--- src/rtl/mask_lfsr_gen.sv ---
// Galois-LFSR mask generator: emits bursts of random keep-masks over a valid/ready handshake.
// Optional MASK_BIAS_EN build ORs extra LFSR slices to raise the per-bit keep probability.
module mask_lfsr_gen #(
   parameter int                    WORD_SIZE    = 8,
   parameter int                    LFSR_WIDTH   = 32,
   parameter logic [LFSR_WIDTH-1:0] TAPS         = 32'h80200003,
   parameter logic [LFSR_WIDTH-1:0] SEED_DEFAULT = 32'hACE1ACE1
) (
   input  logic                  clk,
   input  logic                  rst_n,
   input  logic                  seed_load,
   input  logic [LFSR_WIDTH-1:0] seed_in,
   input  logic                  start,
   input  logic [15:0]           burst_len,
`ifdef MASK_BIAS_EN
   input  logic [1:0]            keep_bias,
`endif
   output logic                  mask_valid,
   input  logic                  mask_ready,
   output logic [WORD_SIZE-1:0]  random_mask,
   output logic                  busy,
   output logic                  done,
   output logic [15:0]           sample_count
);

   typedef enum logic [1:0] {IDLE, RUN, DONE} state_t;

   state_t                state;
   logic [LFSR_WIDTH-1:0] lfsr;
   logic [LFSR_WIDTH-1:0] lfsr_next;
   logic [LFSR_WIDTH-1:0] seed_eff;
   logic [15:0]           remaining;
   logic [WORD_SIZE-1:0]  mask_now;
   logic [WORD_SIZE-1:0]  mask_next;
   logic                  accept;

`ifdef MASK_BIAS_EN
   // Each extra OR-ed slice halves the chance of a bit being dropped.
   function automatic logic [WORD_SIZE-1:0] mask_of(input logic [LFSR_WIDTH-1:0] s,
                                                    input logic [1:0] kb);
      logic [WORD_SIZE-1:0] m;
      m = s[WORD_SIZE-1:0];
      for (int j = 1; j < 4; j++) begin
         if (j <= int'(kb)) begin
            m = m | s[j*WORD_SIZE +: WORD_SIZE];
         end
      end
      return m;
   endfunction

   always_comb begin
      mask_now  = mask_of(lfsr, keep_bias);
      mask_next = mask_of(lfsr_next, keep_bias);
   end
`else
   function automatic logic [WORD_SIZE-1:0] mask_of(input logic [LFSR_WIDTH-1:0] s);
      return s[WORD_SIZE-1:0];
   endfunction

   always_comb begin
      mask_now  = mask_of(lfsr);
      mask_next = mask_of(lfsr_next);
   end
`endif

   // An all-zero seed would lock the LFSR, so it is replaced by the default seed.
   always_comb begin
      lfsr_next = lfsr[0] ? ((lfsr >> 1) ^ TAPS) : (lfsr >> 1);
      seed_eff  = (seed_in == '0) ? SEED_DEFAULT : seed_in;
      accept    = mask_valid & mask_ready;
   end

   always_ff @(posedge clk or negedge rst_n) begin
      if (!rst_n) begin
         lfsr         <= SEED_DEFAULT;
         state        <= IDLE;
         mask_valid   <= 1'b0;
         random_mask  <= '0;
         busy         <= 1'b0;
         done         <= 1'b0;
         sample_count <= 16'd0;
         remaining    <= 16'd0;
      end else if (seed_load) begin
         lfsr         <= seed_eff;
         state        <= IDLE;
         mask_valid   <= 1'b0;
         busy         <= 1'b0;
         done         <= 1'b0;
         sample_count <= 16'd0;
         remaining    <= 16'd0;
      end else begin
         case (state)
            IDLE: begin
               done <= 1'b0;
               if (start) begin
                  busy <= 1'b1;
                  if (burst_len != 16'd0) begin
                     state       <= RUN;
                     remaining   <= burst_len;
                     random_mask <= mask_now;
                     mask_valid  <= 1'b1;
                  end else begin
                     state <= DONE;
                     done  <= 1'b1;
                  end
               end
            end
            // A stall simply skips this branch, so mask, LFSR and count all hold.
            RUN: begin
               if (accept) begin
                  lfsr         <= lfsr_next;
                  sample_count <= sample_count + 16'd1;
                  remaining    <= remaining - 16'd1;
                  if (remaining == 16'd1) begin
                     mask_valid <= 1'b0;
                     state      <= DONE;
                     done       <= 1'b1;
                  end else begin
                     random_mask <= mask_next;
                  end
               end
            end
            DONE: begin
               done  <= 1'b0;
               busy  <= 1'b0;
               state <= IDLE;
            end
            default: begin
               state      <= IDLE;
               mask_valid <= 1'b0;
               busy       <= 1'b0;
               done       <= 1'b0;
            end
         endcase
      end
   end

endmodule

--- config.mk ---
export PLATFORM = sky130hd
export DESIGN_NAME = mask_lfsr_gen
export DESIGN_NICKNAME = d
export VERILOG_FILES = /design/src/rtl/mask_lfsr_gen.sv
export SDC_FILE = /design/constraint.sdc
export NUM_CORES = 1
export LEC_CHECK = 0
export ABC_AREA = 1
export CORE_ASPECT_RATIO = 1.25
export CORE_MARGIN = 5
export CORE_UTILIZATION = 45
export DETAILED_ROUTE_END_ITERATION = 6
export GPL_TIMING_DRIVEN = 0
export PLACE_DENSITY = 0.75
export SLEW_MARGIN = 20
export SYNTH_ARGS = -nofsm -noshare
export SYNTH_HDL_FRONTEND = slang
export SYNTH_SLANG_ARGS = --single-unit
--- constraint.sdc ---
create_clock -name clk -period 2.8 [get_ports clk]
set_input_delay 0.42 -clock clk [delete_from_list [all_inputs] [get_ports clk]]
set_output_delay 0.42 -clock clk [all_outputs]
set_load 0.005 [all_outputs]
==> results.txt <==
PwrDens: 729 nW/um^2
Die span in y: 122 microns
Core area: 9710 sq um
Mapped Area: 4500 sq um
Pre-Repair DR Iteration Count: 5
CTS H-Tree Depth: 3
Drc violations: 0
Syn nets: 695
Ranking of synthesized cells by area: dfrtp_1 34%, nand2_1 16%, dfstp_2 9.3%, nor2_1 7.8%, inv_1 5.3%
Fin Clk Skew: 0.00343 ns
Commonest non-fill, non-tap cell in the layout: nand2_1
Detailed-route wire length: 12.1 mm
Fin nets: 785
Max-cap violations: 0
Initial antenna violation count: 0
Leakage dissipation: 2.69 nW
Required time worst endpoint: 3.08 ns
Worst Setup End Kind: flop
Clk slew on worst S/H paths: 0.06 ns
Resized cells post-CTS: 0
Largest net degree at the start of global routing: 49
Async S/R FF share, synth: 100%
Grt ovf: 0
Simple-Gate Fraction of Synth Area: 37.2%
Vias: 4533
Final hold violation count: 0
Distinct cells, synth: 36
Final setup viols: 0
Drt wl/cell: 14.1 microns
Syn_area_per_cell: 7.04 sq um
CP startpoint kind: input port
Drt initial violations: 277
Num ports: 80
Post-DP Area: 5460 sq um
Global-route wire length before repair: 20.8 mm
Commonest cells after routing, fill and taps aside: 189 x nand2_1, 94 x nor2_1, 77 x clkdlybuf4s50_1
Adder-cell share of the synthesized area: 0.834%
Antenna-violating nets left: 0
EDFF count, synth: 0
Final Hold Slack: 0.0122 ns
Outcome: finished clean
Combinational family with the most area after synthesis: simple AND/OR/NAND/NOR gates
Worst skew pair latency: 0.34 ns
Final period util: 72.6%
RSZ-0062 raised after global routing: false
Worst vdd ir: 374 uV
Slew headroom: 65.4%
Largest driver fanout on the critical path: 10
Total Die Area: 12100 sq um
Primary FF master, synth: dfrtp_1
IO Port Bufs: 78
Post-cts hold buffer count: 0
Worst Slack Setup Final: 0.768 ns
Cells after Synth: 639
Routability congestion estimate: 0.891
CTS Buffer Depth: 2
FP Rows: 40
Synth top area share: 33.9%
Layout cells sized above 1: 8.99%
Worst-Margin Slew: 0.519 ns
Max Transition Viols Final: 0
Drt via density: 5.27
Layout fillers: 905
Gr usage total: 21.2%
Post-route cell area: 5780 sq um
Vias in the first global route: 4566
N_diodes: 0
Fin crit period: 2.03 ns
Die Span X: 99.4 microns
CP arrival: 2.31 ns
Synthesis-to-layout area growth: 28.5%
DP Worst Slack: 0.507 ns
Yosys reg bits: 77
CTS Buf Count: 9
Post-synthesis mux area share: 0%
Root buffer cell: clkbuf_16
Compound-Gate Fraction of Synth Area: 9.62%
Xor and xnor area share after synthesis: 1.17%
Syn. warnings: 0
WS Path Type: input port to flop
Sequential area share after synthesis: 43.3%
DP HPWL: 8.96 mm
Starting Density: 46.3%
CTS tree: built
Clock sinks: 77
Setup bufs post-CTS: 0
F_max: 492 MHz
Cell taking the most area after synthesis: dfrtp_1
Hold crit path type: input port to async pin
## state kept, by name, summed over array words and instances (netlist names)
signal,flops
done,1
random_mask,8
mask_valid,1
state,2
busy,1
remaining,16
lfsr,32
sample_count,16
## path summary, 6_finish.rpt
kind / startpoint / cells after the start / slack [ns] / to
setup / recovery: seed_in[8] / 9 / 0.77 / lfsr[16]
hold / removal: rst_n / 1 / 0.01 / remaining[15]
setup reg to reg: remaining[0] / 10 / 1.06 / remaining[12]
hold reg to reg: random_mask[3] / 2 / 0.48 / random_mask[3]
max in group asynchronous: rst_n / 2 / 2.15 / lfsr[31]
min in group clk: random_mask[3] / 2 / 0.48 / random_mask[3]
## power breakdown
| group | switching, mW | leakage [nW] | total [mW] | internal (mW) |
|---|---|---|---|---|
| clock network | 0.460 | 0.154 | 1.27 | 0.808 |
| logic | 0.847 | 1.59 | 1.41 | 0.560 |
| registers | 0.179 | 0.946 | 1.54 | 1.36 |
## through the flow
| step | TNS [ns] | power (mW) | util (%) | std cells |
|---|---|---|---|---|
| 6_report | 0 | 4.21 | 59.5 | 860 |
| 3_3_place_gp | -99.09 | 2.92 | 56.0 | 843 |
| 3_5_place_dp | 0 | 2.96 | 56.3 | 844 |
| 5_1_grt | 0 | 4.51 | 59.5 | 860 |
| 2_1_floorplan | 0 | 2.46 | - | 639 |
| 4_1_cts | 0 | 4.24 | 59.5 | 860 |
## synth_stat cells, types with 2 or more instances
master	number
nand3_1	45
a21oi_1	17
buf_4	4
dfrtp_1	61
inv_1	64
nor2_1	94
buf_2	5
o31ai_1	2
inv_2	5
o21ai_0	41
nand4_1	16
nor3_1	22
dfstp_2	16
o22ai_1	2
ha_1	3
o21ai_1	9
clkbuf_1	9
nor2_2	3
nor2_4	4
a31oi_1	2
xor2_1	5
a221oi_1	3
nand2_2	4
nand2_4	2
nor3_2	2
nand2_1	189
## routing by layer
layer  GRT usage [%]  vias to the layer above  routed length [microns]
li1                -                     2231                        -
met1            24.7                     2123                     5020
met2            36.7                      150                     6090
met3            4.64                       29                      661
met4            10.3                        0                      338
met5               0                        -                        0
## cell families after synthesis
family                   after synthesis
XOR/XNOR                               6
adder cells (fa/ha/maj)                3
buffers and inverters                 89
AO/OA/AOI/OAI                         79
AND/OR/NAND/NOR                      385
flip-flops                            77
## worst max-delay path, cell delays in order
cell             delay, ns
clkdlybuf4s50_1       0.46
nor2_1                0.12
nand2_1               0.08
nor2_1                0.09
nand2_1               0.08
nor3_2                0.38
clkbuf_1              0.39
o21ai_0               0.18
nand2_1               0.11
## cell type report
cell class	count	area [sq um]	area share, %
Sequential cell	77	1950	33.7
Buffer	19	92.6	1.60
Clock inverter	3	68.8	1.19
Timing Repair Buffer	79	806	13.9
Inverter	70	265	4.59
Multi-Input combinational cell	473	2190	38.0
Tap cell	126	158	2.73
Clock buffer	13	250	4.33
Power figures use the tool's default switching activity.
